File: config.mk
export PLATFORM = sky130hd
export DESIGN_NAME = sap_u_controller
export DESIGN_NICKNAME = d
export VERILOG_FILES = /design/src/rtl/sap_u_controller.sv
export SDC_FILE = /design/constraint.sdc
export NUM_CORES = 1
export LEC_CHECK = 0
export BUFFER_PORTS_ARGS = -buffer_cell sky130_fd_sc_hd__buf_2
export CORE_AREA = 2 2 39 41
export DETAILED_ROUTE_END_ITERATION = 10
export DIE_AREA = 0 0 41 43
export PLACE_DENSITY = 0.61
export SLEW_MARGIN = 20
export SYNTH_ARGS = -nofsm -noshare
export SYNTH_HDL_FRONTEND = slang
export SYNTH_SLANG_ARGS = --single-unit
File: constraint.sdc
create_clock -name clk -period 2.6 [get_ports clk]
set_input_delay 0.65 -clock clk [delete_from_list [all_inputs] [get_ports clk]]
set_output_delay 0.65 -clock clk [all_outputs]
set_load 0.005 [all_outputs]
File: src/rtl/sap_u_controller.sv
// SAP-1 style microcoded controller: five T-state ring plus HALT.
// Optional build macro SAP_U_JUMP_EN adds JMP (0110) and JC (0111).
module sap_u_controller (
  input  logic        clk,
  input  logic        reset,
  input  logic [3:0]  opcode,
  input  logic        carry_flag,
  output logic [12:0] ctrl,
  output logic [2:0]  tstate,
  output logic        halted
);

  localparam int PC_INC    = 0;
  localparam int PC_EN     = 1;
  localparam int PC_LOAD   = 2;
  localparam int MAR_LOAD  = 3;
  localparam int RAM_EN    = 4;
  localparam int IR_LOAD   = 5;
  localparam int IR_EN     = 6;
  localparam int A_LOAD    = 7;
  localparam int A_EN      = 8;
  localparam int B_LOAD    = 9;
  localparam int ALU_EN    = 10;
  localparam int ALU_SUB   = 11;
  localparam int OUT_LOAD  = 12;

  localparam logic [3:0] OP_NOP = 4'b0000;
  localparam logic [3:0] OP_LDA = 4'b0001;
  localparam logic [3:0] OP_ADD = 4'b0010;
  localparam logic [3:0] OP_SUB = 4'b0011;
  localparam logic [3:0] OP_LDI = 4'b0100;
  localparam logic [3:0] OP_JMP = 4'b0110;
  localparam logic [3:0] OP_JC  = 4'b0111;
  localparam logic [3:0] OP_OUT = 4'b1110;
  localparam logic [3:0] OP_HLT = 4'b1111;

  typedef enum logic {
    RUN,
    HALT
  } state_t;

  state_t      state_q;
  state_t      state_d;
  logic [2:0]  t_q;
  logic [2:0]  t_d;
  logic [12:0] word;

  always_ff @(posedge clk) begin
    if (reset) begin
      state_q <= RUN;
      t_q     <= 3'd0;
    end else begin
      state_q <= state_d;
      t_q     <= t_d;
    end
  end

  always_comb begin
    state_d = state_q;
    t_d     = t_q;
    unique case (state_q)
      RUN: begin
        if (t_q == 3'd2 && opcode == OP_HLT) begin
          state_d = HALT;
        end else if (t_q >= 3'd4) begin
          t_d = 3'd0;
        end else begin
          t_d = t_q + 3'd1;
        end
      end
      HALT: begin
        t_d = 3'd2;
      end
      default: begin
        state_d = RUN;
        t_d     = 3'd0;
      end
    endcase
  end

`ifndef SAP_U_JUMP_EN
  logic unused_carry;
  assign unused_carry = carry_flag;
`endif

  always_comb begin
    word = '0;
    unique case (1'b1)
      (t_q == 3'd0): begin
        word[PC_EN]    = 1'b1;
        word[MAR_LOAD] = 1'b1;
      end
      (t_q == 3'd1): begin
        word[RAM_EN]  = 1'b1;
        word[IR_LOAD] = 1'b1;
        word[PC_INC]  = 1'b1;
      end
      (t_q == 3'd2): begin
        case (opcode)
          OP_LDA, OP_ADD, OP_SUB: begin
            word[IR_EN]    = 1'b1;
            word[MAR_LOAD] = 1'b1;
          end
          OP_LDI: begin
            word[IR_EN]  = 1'b1;
            word[A_LOAD] = 1'b1;
          end
          OP_OUT: begin
            word[A_EN]     = 1'b1;
            word[OUT_LOAD] = 1'b1;
          end
`ifdef SAP_U_JUMP_EN
          OP_JMP: begin
            word[IR_EN]   = 1'b1;
            word[PC_LOAD] = 1'b1;
          end
          OP_JC: begin
            word[IR_EN]   = carry_flag;
            word[PC_LOAD] = carry_flag;
          end
`endif
          default: word = '0;
        endcase
      end
      (t_q == 3'd3): begin
        case (opcode)
          OP_LDA: begin
            word[RAM_EN] = 1'b1;
            word[A_LOAD] = 1'b1;
          end
          OP_ADD, OP_SUB: begin
            word[RAM_EN]  = 1'b1;
            word[B_LOAD]  = 1'b1;
            word[ALU_SUB] = (opcode == OP_SUB);
          end
          default: word = '0;
        endcase
      end
      (t_q == 3'd4): begin
        if (opcode == OP_ADD || opcode == OP_SUB) begin
          word[ALU_EN]  = 1'b1;
          word[A_LOAD]  = 1'b1;
          word[ALU_SUB] = (opcode == OP_SUB);
        end
      end
      default: word = '0;
    endcase
  end

  // Reset suppresses the word at once so an interrupted instruction
  // never gets to pulse its remaining loads.
  assign ctrl   = (state_q == RUN && !reset) ? word : 13'd0;
  assign tstate = t_q;
  assign halted = (state_q == HALT);

  logic unused_ops;
  assign unused_ops = (OP_NOP == 4'd0) & (OP_JMP != OP_JC);

endmodule
== Word level (Yosys, flattened, before mapping) ==
Cells that the tools add are included.

* Add/sub/neg operators: 1
* $lt $le $gt $ge: 1
* Equal/unequal tests: 11
* Multiplexer cells: 24
* Bitwise gates (word level): 1
* Reductions and logical operators: 8

{| class="wikitable"
|+ Operators by type and width
! operator !! count
|-
| 1-bit two-way mux || 14
|-
| 13-bit two-way mux || 1
|-
| 2-bit one-hot mux with 2 select lines || 3
|-
| 4-bit by 2-bit == test with 1-bit output, second input constant || 2
|-
| 4-bit == test, second input constant || 2
|-
| 3-bit by 2-bit == test with 1-bit output, second input constant || 2
|-
| 3-bit two-way mux || 2
|-
| 3-bit one-hot mux with 2 select lines || 1
|-
| 4-bit by 1-bit == test with 1-bit output, second input constant || 1
|-
| 4-bit by 3-bit == test with 1-bit output, second input constant || 1
|-
| 4-bit OR reduction || 1
|-
| 3-bit by 1-bit adder with 3-bit output, second input constant || 1
|-
| 3-bit by 1-bit == test with 1-bit output, second input constant || 1
|-
| 3-bit == test, second input constant || 1
|-
| 3-bit >= comparator, second input constant || 1
|-
| 3-bit zero test || 1
|-
| 1-bit one-hot mux with 3 select lines || 1
|-
| 3-bit OR reduction || 1
|-
| 1-bit logical AND || 2
|-
| 2-bit two-way mux || 1
|-
| 2-bit inequality test, second input constant || 1
|-
| 1-bit one-hot mux with 2 select lines || 1
|-
| 2-bit OR reduction || 1
|-
| 1-bit zero test || 1
|-
| other kinds (2) || 2
|}

* Flip-flop bits (word level): 4
* Output and inout bits: 17

== Longest topological paths before layout ==
Gate-level depths: netlist of the first run.

* Depth in word-level cells: 5
* Gate-level depth with buffers: 5
* Gate-level depth less buffers: 5

== Least setup slack after synthesis of the first run ==
Ideal clock, no wire load.

* Path type: input to output
* From: in opcode[0]
* To: out ctrl[6]
* Arrival: 1.294 ns
* Path slack: 0.656 ns
* Cell stages on the path: 3
* Buffers on the path: 0
* Cells stage by stage: or2_2 xnor2_1 nor3_1

* Longest elaborated chain between the ends: 5
* Elaborated cells between the ends (all ways): 8
* Those cells by class: eq/ne: 4; mux: 3; reduce/logical: 1

{| class="wikitable"
|+ Ends and longest elaborated chain
! item !! RTL line !! RTL
|-
| from (decl) || 6 || <nowiki>input logic [3:0] opcode,</nowiki>
|-
| 4-bit by 2-bit == test with 1-bit output (tied with other cells) || 99 || <nowiki>case (opcode)</nowiki>
|-
| 4-bit OR reduction (no line) (*) || n/a ||
|-
| 1-bit two-way mux (*) || 99 ||
|-
| 1-bit two-way mux (*) || 88 || <nowiki>unique case (1'b1)</nowiki>
|-
| 13-bit two-way mux (*) || 152 || <nowiki>assign ctrl = (state_q == RUN && !reset) ? word : 13'd0;</nowiki>
|-
| to (decl) || 8 || <nowiki>output logic [12:0] ctrl,</nowiki>
|}

Every way passes the cells marked *; elsewhere a longest branch is shown, timed or not.

== Final worst setup path of the first run ==
* From: reg t_q[2] (netlist: tstate[2])
* To: out ctrl[7]

* Longest elaborated chain between the ends: 3
* Elaborated cells between the ends (all ways): 5
* Those cells by class: eq/ne: 3; mux: 2

{| class="wikitable"
|+ Ends and longest elaborated chain
! item !! RTL line !! RTL
|-
| from (decl) || 44 || <nowiki>logic [2:0] t_q;</nowiki>
|-
| from (signal assigned) || 54 || <nowiki>t_q <= t_d;</nowiki>
|-
| 3-bit == test (tied with other cells) || 139 || <nowiki>(t_q == 3'd4): begin</nowiki>
|-
| 1-bit one-hot mux with 3 select lines (*) || 88 ||
|-
| 13-bit two-way mux (*) || 152 ||
|}

Marks and branches as above.

==> results of run 1 <==
-- power by group --
part	switching [mW]	internal, mW	total [mW]	leakage (nW)
sequential	0.0115	0.0695	0.0810	0.0328
clock	0.0294	0.0519	0.0813	0.0138
combinational	0.0592	0.0499	0.109	0.274
-- per-stage QoR --
step                area (µm²)  instances
floorplan                  443         60
global placement           561         96
detailed placement         561         96
CTS                        583         99
global route               583         99
finish                     583         99
-- sequential cells by signal (all words and copies together) (netlist names) --
register,cells
halted,1
tstate,3
-- final cells by class --
class / instances / share of cell area
tap: 16 / 0.0343
inverter: 5 / 0.0322
multi-input combinational: 50 / 0.577
timing repair buffer: 21 / 0.180
clock buffer: 3 / 0.0386
sequential: 4 / 0.137
-- worst max-delay path: cells and delay by family (launching register included) --
family	cells	cell delay (ps)
fa+ha+maj	1	270
compound gates	2	310
buf+inv	2	290
flops	1	470
simple gates	1	90
-- worst paths after layout --
| kind | from | to | slack, ps | cells after the start |
|---|---|---|---|---|
| max | tstate[2] | ctrl[7] | 280 | 6 |
| min | halted | halted | 490 | 2 |
| max reg2reg | tstate[0] | tstate[0] | 1120 | 5 |
| min reg2reg | halted | halted | 490 | 2 |
-- placed cells by master (no fill, tap or decap), types with 2 or more instances in the layout --
master and n:
sky130_fd_sc_hd__buf_2 21, sky130_fd_sc_hd__inv_1 5, sky130_fd_sc_hd__nand2_1 5, sky130_fd_sc_hd__nor3_1 5, sky130_fd_sc_hd__ha_1 5, sky130_fd_sc_hd__and3_1 4, sky130_fd_sc_hd__dfxtp_1 4, sky130_fd_sc_hd__nor2_1 3
sky130_fd_sc_hd__nor4_1 3, sky130_fd_sc_hd__a21oi_1 3, sky130_fd_sc_hd__clkbuf_4 3, sky130_fd_sc_hd__o21ai_0 2, sky130_fd_sc_hd__or2_2 2, sky130_fd_sc_hd__nand3_1 2, sky130_fd_sc_hd__a31oi_1 2
-- cells by family after synthesis --
| family | count (synthesis) |
|---|---|
| AO/OA/AOI/OAI | 11 |
| XOR/XNOR | 1 |
| adder cells (fa/ha/maj) | 5 |
| buffers and inverters | 6 |
| flip-flops | 4 |
| other | 1 |
| AND/OR/NAND/NOR | 32 |
-- metal layers --
metal  track usage  wire length [µm]  vias up
li1              -                 -      263
met1         0.199               540      209
met2         0.200               444       17
met3        0.0628                80        2
met4        0.0400                15        0
met5             0                 0        -
==> impl_metrics.env, run 1 <==
export IMPL_run_status="complete, no violations"
export IMPL_clock_root_buffer="sky130_fd_sc_hd__clkbuf_4"
export IMPL_synth_top_area_cell="sky130_fd_sc_hd__dfxtp_1"
export IMPL_slew_violations=0
export IMPL_final_min_clock_period_ps=2320
export IMPL_post_synth_main_area_contributors="sky130_fd_sc_hd__dfxtp_1 (18%), sky130_fd_sc_hd__ha_1 (14%), sky130_fd_sc_hd__and3_1 (5.6%)"
export IMPL_yosys_area_share_simple=0.432
export IMPL_design_power_total_mw=0.271
export IMPL_multi_input_comb_area_um2=337
export IMPL_floorplan_die_area_um2=1760
export IMPL_power_density_nw_per_um2=466
export IMPL_yosys_warnings=0
export IMPL_hpwlAfterDp_um=855
export IMPL_sequential_area_share_after_synthesis=0.181
export IMPL_timing_critical_path_from_type="flop"
export IMPL_post_cts_setup_buffer_count=0
export IMPL_rows=14
export IMPL_tritoncts_num_buffers=3
export IMPL_syn_inst=60
export IMPL_synth_seq_cells=4
export IMPL_place_port_buffers=21
export IMPL_routedWlPerCell_um=10.9
export IMPL_post_place_ws_ps=387
export IMPL_crit_path_end_kind="output port"
export IMPL_floorplan_initialDensity=0.320
export IMPL_die_width_um=41
export IMPL_max_cap_viol=0
export IMPL_cp_max_stage_delay_ps=470
export IMPL_synthAdderAreaFrac=0.141
export IMPL_tritoncts="yes"
export IMPL_drcViolationCount=0
export IMPL_setup_viol=0
export IMPL_synth_compound_area_share=0.158
export IMPL_synth_top_family_by_area="simple AND/OR/NAND/NOR gates"
export IMPL_worst_hold_path_type="flop to flop"
export IMPL_layout_area_overhead_vs_synth_pct=31.6
export IMPL_area_fraction_of_the_dominant_cell_type_after_synthesis=0.181
export IMPL_detail_route_vias_per_cell=4.96
export IMPL_worst_setup_path_type="flop to output port"
export IMPL_required_ps=1950
export IMPL_ctsHoldBuffers=0
export IMPL_postCtsResizedCells=0
export IMPL_timing_hold_violations_final=0
export IMPL_final_core_utilization=0.421
export IMPL_p_leak_nw=0.321
export IMPL_worstPathMaxFanout=9
export IMPL_synth_xor_xnor_area_share=0.0198
export IMPL_critical_path_cell_chain="inv_1 -> ha_1 -> nand3b_1 -> a21boi_0 -> o211a_1 -> buf_2"
export IMPL_dr_pass1_iters=4
export IMPL_gr_total_overflow=0
export IMPL_async_flop_share=0
export IMPL_first_iter_violations=7
export IMPL_timing_fmax_ghz=0.430
export IMPL_yosys_most_used_dff="sky130_fd_sc_hd__dfxtp_1"
export IMPL_grt_pass1_vias=404
export IMPL_synth_edff_count=0
export IMPL_fillCellCount=158
export IMPL_route_vias_total=491
export IMPL_clock_sinks=4
export IMPL_antenna_cells=0
export IMPL_global_route_usage_total=0.145
export IMPL_synthTopCellsByCount="sky130_fd_sc_hd__ha_1 (5), sky130_fd_sc_hd__inv_1 (5), sky130_fd_sc_hd__nand2_1 (5), sky130_fd_sc_hd__nor3_1 (5)"
export IMPL_clock_insertion_delay_worst_skew_ps=250
export IMPL_cts_root_to_sink_buffers=2
export IMPL_post_route_period_util=0.894
export IMPL_synth_cell_area_um2=443
export IMPL_worst_clock_skew_ps=9.49
export IMPL_setup_slack_ps=276
export IMPL_crit_path_top_delay_cell="sky130_fd_sc_hd__dfxtp_1"
export IMPL_syn_nets=72
export IMPL_die_height_um=43
export IMPL_antenna_found_initial=0
export IMPL_synth_cell_type_count=28
export IMPL_tns_ps=0
export IMPL_gpl_final_weighted_congestion=0.767
export IMPL_rsz0062_at_grt="no"
export IMPL_synth_mux_area_fraction=0
export IMPL_nNetsFinal=97
export IMPL_antenna_left=0
export IMPL_clk_pin_slew_worst_paths_ps=40
export IMPL_num_io_pins=24
export IMPL_synthesis_area_per_instance_um2=7.38
export IMPL_layout_cells_sized_above_1=0.349
export IMPL_cts_max_level=1
export IMPL_grt_first_pass_wirelength_um=1740
export IMPL_ff_latch_area_um2=80.1
export IMPL_core_area_um2=1380
export IMPL_grt_max_degree=10
export IMPL_drt_wl_total_um=1080
export IMPL_hold_worst_slack_ps=491
export IMPL_vdd_drop_max_mv=0.321
export IMPL_worst_ep_arrival_time_ps=1670
No activity file was read; power rests on OpenSTA's default activity.
==> inputs of run 2 (changes only) <==
--- a/config.mk
+++ b/config.mk
@@ -10,7 +10,7 @@
 export DETAILED_ROUTE_END_ITERATION = 10
 export DIE_AREA = 0 0 41 43
 export PLACE_DENSITY = 0.61
-export SLEW_MARGIN = 20
+export SLEW_MARGIN = 0
 export SYNTH_ARGS = -nofsm -noshare
 export SYNTH_HDL_FRONTEND = slang
 export SYNTH_SLANG_ARGS = --single-unit
==> constraint.sdc (replaced) <==
create_clock -name clk -period 2.8 [get_ports clk]
set_input_delay 0.7 -clock clk [delete_from_list [all_inputs] [get_ports clk]]
set_output_delay 0.7 -clock clk [all_outputs]
set_load 0.005 [all_outputs]
==> impl_metrics.env, run 2 (same netlist as run 1, synthesis figures left out) <==
export IMPL_post_place_ws_ps=492
export IMPL_antenna_found_initial=0
export IMPL_seq_power_share=0.299
export IMPL_post_layout_nonfiller_instances=99
export IMPL_tritoncts="yes"
export IMPL_grt_first_pass_wirelength_um=1680
export IMPL_setup_viol=0
export IMPL_antenna_left=0
export IMPL_global_route_usage_total=0.143
export IMPL_p_leak_nw=0.321
export IMPL_worst_ep_arrival_time_ps=1640
export IMPL_post_route_period_util=0.836
export IMPL_timing_fmax_ghz=0.427
export IMPL_power_density_nw_per_um2=429
export IMPL_clock_insertion_delay_worst_skew_ps=240
export IMPL_worstPathMaxFanout=9
export IMPL_post_cts_setup_buffer_count=0
export IMPL_layout_area_overhead_vs_synth_pct=31.6
export IMPL_required_ps=2100
export IMPL_wl_met2_um=465
export IMPL_die_width_um=41
export IMPL_slew_violations=0
export IMPL_cts_max_level=1
export IMPL_clock_sinks=4
export IMPL_cp_max_stage_delay_ps=460
export IMPL_detail_route_vias_per_cell=4.99
export IMPL_route_vias_total=494
export IMPL_netSwitchingFraction=0.364
export IMPL_setup_slack_ps=459
export IMPL_vdd_drop_max_mv=0.298
export IMPL_largest_register_ff_count=3
export IMPL_design_power_total_mw=0.250
export IMPL_postCtsResizedCells=0
export IMPL_power_net_switching_mw=0.0910
export IMPL_run_status="complete, no violations"
export IMPL_rows=14
export IMPL_cell_int_power_mw=0.159
export IMPL_antenna_cells=0
export IMPL_drt_wl_total_um=1050
export IMPL_die_height_um=43
export IMPL_worst_setup_path_type="flop to output port"
export IMPL_fillCellCount=162
export IMPL_nNetsFinal=97
export IMPL_gpl_final_weighted_congestion=0.769
export IMPL_layout_cells_sized_above_1=0.349
export IMPL_timing_hold_violations_final=0
export IMPL_final_min_clock_period_ps=2340
export IMPL_grt_pass1_vias=413
export IMPL_dr_pass1_iters=5
export IMPL_floorplan_initialDensity=0.320
export IMPL_clk_pin_slew_worst_paths_ps=40
export IMPL_placed_cells_incl_taps=96
export IMPL_tns_ps=0
export IMPL_max_cap_viol=0
export IMPL_routedWlPerCell_um=10.6
export IMPL_tritoncts_num_buffers=3
export IMPL_gr_total_overflow=0
export IMPL_rsz0062_at_grt="no"
export IMPL_core_area_um2=1380
export IMPL_layout_cells_most_common="sky130_fd_sc_hd__buf_2"
export IMPL_timing_critical_path_from_type="flop"
export IMPL_drcViolationCount=0
export IMPL_design_area_um2=583
export IMPL_num_io_pins=24
export IMPL_floorplan_die_area_um2=1760
export IMPL_p_comb_frac=0.406
export IMPL_route_top_layer_used="met3"
export IMPL_detailroute_wirelength_met3_um=87
export IMPL_grt_max_degree=10
export IMPL_worst_clock_skew_ps=7.50
export IMPL_clock_root_buffer="sky130_fd_sc_hd__clkbuf_4"
export IMPL_m1WireLength_um=499
export IMPL_crit_path_top_delay_cell="sky130_fd_sc_hd__dfxtp_1"
export IMPL_cts_root_to_sink_buffers=2
export IMPL_crit_path_end_kind="output port"
export IMPL_place_port_buffers=21
export IMPL_clockPowerShare=0.295
export IMPL_worst_hold_path_type="flop to flop"
export IMPL_first_iter_violations=4
export IMPL_hpwlAfterDp_um=847
export IMPL_dpl_cell_area_um2=561
export IMPL_critical_path_cell_chain="inv_1 -> ha_1 -> nand3b_1 -> a21boi_0 -> o211a_1 -> buf_2"
export IMPL_ctsHoldBuffers=0
export IMPL_most_common_layout_cells="sky130_fd_sc_hd__buf_2 (21), sky130_fd_sc_hd__inv_1 (5), sky130_fd_sc_hd__nand2_1 (5), sky130_fd_sc_hd__nor3_1 (5), sky130_fd_sc_hd__ha_1 (5)"
run 2: cell counts in the layout (fill, tap and decap cells not counted):
No cell type changed its count.
run 2: final cells by class:
type | count | area [µm²] | area share
tap | 16 | 20.0 | 0.0343
inverter | 5 | 18.8 | 0.0322
sequential | 4 | 80.1 | 0.137
timing repair buffer | 21 | 105 | 0.180
clock buffer | 3 | 22.5 | 0.0386
multi-input combinational | 50 | 337 | 0.577
run 2: metal layers:
layer,GRT usage,up-vias
met4,0.0600,0
met2,0.197,19
met3,0.0628,0
met5,0,-
met1,0.186,210
li1,-,265
run 2: path summary, 6_finish.rpt:
check | start | end | slack (ps) | cells past startpoint
min | halted | halted | 490 | 2
min reg2reg | halted | halted | 490 | 2
max | tstate[2] | ctrl[7] | 460 | 6
max reg2reg | tstate[0] | tstate[0] | 1320 | 5
run 2: worst max-delay path, delay by kind of cell (launching register included):
family | cells | cell delay, ps
fa+ha+maj | 1 | 270
buf+inv | 2 | 280
flops | 1 | 460
simple gates | 1 | 90
compound gates | 2 | 310
run 2: stage by stage:
stage                     hold slack, ps   util
after CTS                            499  0.421
after global placement               484  0.405
after global routing                 540  0.421
after floorplan                      479      -
final                                494  0.421
after detailed placement             493  0.405
run 2: power groups by stage:
stage               clock (mW)  combinational, mW  sequential [mW]
floorplan                    0             0.0674           0.0746
CTS                     0.0757              0.103           0.0749
global placement             0              0.103           0.0753
finish                  0.0737              0.101           0.0748
detailed placement           0              0.102           0.0757
global route            0.0814              0.116           0.0766
==> inputs of run 3 (changes only) <==
--- a/config.mk
+++ b/config.mk
@@ -5,11 +5,12 @@
 export SDC_FILE = /design/constraint.sdc
 export NUM_CORES = 1
 export LEC_CHECK = 0
+export ABC_AREA = 1
 export BUFFER_PORTS_ARGS = -buffer_cell sky130_fd_sc_hd__buf_2
-export CORE_AREA = 2 2 39 41
+export CORE_MARGIN = 2
+export CORE_UTILIZATION = 35
 export DETAILED_ROUTE_END_ITERATION = 10
-export DIE_AREA = 0 0 41 43
-export PLACE_DENSITY = 0.61
+export PLACE_DENSITY = 0.62
 export SLEW_MARGIN = 0
 export SYNTH_ARGS = -nofsm -noshare
 export SYNTH_HDL_FRONTEND = slang
==> constraint.sdc (replaced) <==
create_clock -name clk -period 2.29 [get_ports clk]
set_input_delay 0.5725 -clock clk [delete_from_list [all_inputs] [get_ports clk]]
set_output_delay 0.5725 -clock clk [all_outputs]
set_load 0.005 [all_outputs]
==> impl_metrics.env, run 3 <==
export IMPL_run_status="complete, no violations"
export IMPL_crit_family="flip-flops"
export IMPL_critical_path_cell_chain="ha_1 -> ha_1 -> nand4_1 -> nand3_1 -> nand2_1 -> inv_1 -> buf_2"
export IMPL_synth_top_area_cell="sky130_fd_sc_hd__dfxtp_1"
export IMPL_cts_root_to_sink_buffers=2
export IMPL_crit_path_end_kind="output port"
export IMPL_rows=13
export IMPL_syn_nets=89
export IMPL_hold_start="reset"
export IMPL_post_cts_setup_buffer_count=0
export IMPL_die_height_um=41.2
export IMPL_clk_pin_slew_worst_paths_ps=40
export IMPL_r2r_end="tstate[1]"
export IMPL_worstHoldPathCells=2
export IMPL_setup_viol=0
export IMPL_global_route_usage_total=0.151
export IMPL_largest_register_ff_count=3
export IMPL_tns_ps=0
export IMPL_worstPathMaxFanout=8
export IMPL_routedWlPerCell_um=9.43
export IMPL_syn_inst=77
export IMPL_power_density_nw_per_um2=492
export IMPL_grt_first_pass_wirelength_um=1690
export IMPL_gpl_final_weighted_congestion=0.783
export IMPL_floorplan_die_area_um2=1700
export IMPL_worst_setup_path_type="flop to output port"
export IMPL_detailroute_wirelength_met3_um=78
export IMPL_cts_max_level=1
export IMPL_worst_hold_path_type="primary input to flop"
export IMPL_place_port_buffers=21
export IMPL_max_cap_viol=0
export IMPL_placed_cells_incl_taps=112
export IMPL_route_vias_total=544
export IMPL_m1WireLength_um=494
export IMPL_crit_path_top_delay_cell="sky130_fd_sc_hd__dfxtp_1"
export IMPL_tritoncts="yes"
export IMPL_grt_max_degree=9
export IMPL_core_area_um2=1300
export IMPL_yosys_most_used_dff="sky130_fd_sc_hd__dfxtp_1"
export IMPL_tritoncts_num_buffers=3
export IMPL_die_width_um=41.2
export IMPL_layout_cells_sized_above_1=0.340
export IMPL_antenna_found_initial=0
export IMPL_antenna_cells=0
export IMPL_leading_cell_type_by_number_of_instances_after_synthesis="sky130_fd_sc_hd__inv_1"
export IMPL_post_route_period_util=0.930
export IMPL_drcViolationCount=0
export IMPL_layout_area_overhead_vs_synth_pct=28.6
export IMPL_cp_max_stage_delay_ps=470
export IMPL_gr_total_overflow=0
export IMPL_final_min_clock_period_ps=2130
export IMPL_route_top_layer_used="met4"
export IMPL_synthesis_area_per_instance_um2=6.30
export IMPL_ctsHoldBuffers=0
export IMPL_nNetsFinal=114
export IMPL_cp_buffers_inverters=2
export IMPL_synth_seq_cells=4
export IMPL_worst_clock_skew_ps=4.70
export IMPL_most_common_layout_cells="sky130_fd_sc_hd__buf_2 (21), sky130_fd_sc_hd__inv_1 (15), sky130_fd_sc_hd__nand2_1 (11), sky130_fd_sc_hd__nor2_1 (7)"
export IMPL_p_leak_nw=0.365
export IMPL_first_iter_violations=7
export IMPL_required_ps=1720
export IMPL_synthTopCellsByCount="sky130_fd_sc_hd__inv_1 (15), sky130_fd_sc_hd__nand2_1 (11), sky130_fd_sc_hd__nor2_1 (7)"
export IMPL_post_layout_nonfiller_instances=115
export IMPL_worst_r2r_setup_slack_ps=940
export IMPL_synth_cell_type_count=21
export IMPL_postCtsResizedCells=0
export IMPL_slew_violations=0
export IMPL_timing_hold_violations_final=0
export IMPL_drt_wl_total_um=1080
export IMPL_grt_pass1_vias=442
export IMPL_synth_cell_area_um2=485
export IMPL_clock_root_buffer="sky130_fd_sc_hd__clkbuf_4"
export IMPL_end_point_of_the_worst_hold_path="tstate[0]"
export IMPL_async_flop_share=0
export IMPL_detail_route_vias_per_cell=4.73
export IMPL_rsz0062_at_grt="no"
export IMPL_hpwlAfterDp_um=936
export IMPL_worst_ep_arrival_time_ps=1560
export IMPL_antenna_left=0
export IMPL_vdd_drop_max_mv=0.319
export IMPL_area_fraction_of_the_dominant_cell_type_after_synthesis=0.165
export IMPL_synth_edff_count=0
export IMPL_clock_insertion_delay_worst_skew_ps=240
export IMPL_regToRegStartpoint="tstate[0]"
export IMPL_layout_cells_most_common="sky130_fd_sc_hd__buf_2"
export IMPL_floorplan_initialDensity=0.373
export IMPL_num_io_pins=24
export IMPL_clock_sinks=4
export IMPL_timing_fmax_ghz=0.470
export IMPL_yosys_warnings=0
export IMPL_post_synth_main_area_contributors="sky130_fd_sc_hd__dfxtp_1 (16%), sky130_fd_sc_hd__ha_1 (13%), sky130_fd_sc_hd__inv_1 (12%)"
export IMPL_worst_r2r_cell_count=8
export IMPL_crit_path_frequent_cell="sky130_fd_sc_hd__ha_1"
export IMPL_timing_critical_path_from_type="flop"
export IMPL_dr_pass1_iters=2
export IMPL_sequential_area_share_after_synthesis=0.165
export IMPL_wl_met2_um=493
==> run 3: cell count changes in the layout (fill, tap and decap cells not counted), sizes merged, moves of 3 or more <==
cell / before / now
nand4: 0 / 5
nand2: 5 / 15
inv: 5 / 16
and3: 5 / 0
nor2: 3 / 11
nand3: 2 / 5
==> run 3: worst max-delay path by stage <==
stage                         end  startpoint  slack (ps)  cells past startpoint
after floorplan           ctrl[3]   opcode[3]         590                      4
after detailed placement  ctrl[3]   opcode[3]         280                      6
after global placement    ctrl[3]   opcode[3]         270                      6
after global routing      ctrl[6]   tstate[0]           9                      7
final                     ctrl[7]   tstate[0]         160                      7
after CTS                 ctrl[7]   tstate[0]         150                      9
==> run 3: through the flow <==
stage / instance area, µm² / total power [mW] / util / setup slack (ps) / hold slack (ps)
2_1_floorplan: 485 / 0.179 / - / 592 / 556
3_3_place_gp: 602 / 0.222 / 0.463 / 273 / 599
3_5_place_dp: 602 / 0.224 / 0.463 / 282 / 600
4_1_cts: 624 / 0.312 / 0.480 / 148 / 562
5_1_grt: 624 / 0.337 / 0.480 / 8.57 / 570
6_report: 624 / 0.307 / 0.480 / 161 / 566
==> run 3: cell type report <==
type                       count  area, µm²
inverter                      16       62.6
clock buffer                   3       22.5
fill                         147        677
timing repair buffer          21        105
multi-input combinational     56        335
sequential                     4       80.1
tap                           15       18.8
==> run 3: metal layers <==
| metal | global-route usage | vias up |
|---|---|---|
| li1 | - | 295 |
| met1 | 0.168 | 231 |
| met2 | 0.270 | 16 |
| met3 | 0.0326 | 2 |
| met4 | 0.0726 | 0 |
| met5 | 0 | - |
==> run 3: logic make-up (layout without fill, tap and decap cells) <==
kind of cell | count (synthesis) | in the layout | synth area share
buf+inv | 17 | 40 | 0.144
other cells | 1 | 1 | 0.00772
fa+ha+maj | 5 | 5 | 0.129
compound gates | 7 | 7 | 0.0747
flops | 4 | 4 | 0.165
simple gates | 43 | 43 | 0.479
==> run 3: where the power goes <==
group	switching [mW]	total [mW]	internal, mW	leakage, nW
combinational	0.0749	0.127	0.0524	0.319
sequential	0.0147	0.0938	0.0790	0.0328
clock	0.0278	0.0863	0.0585	0.0138
total	0.117	0.307	0.190	0.365
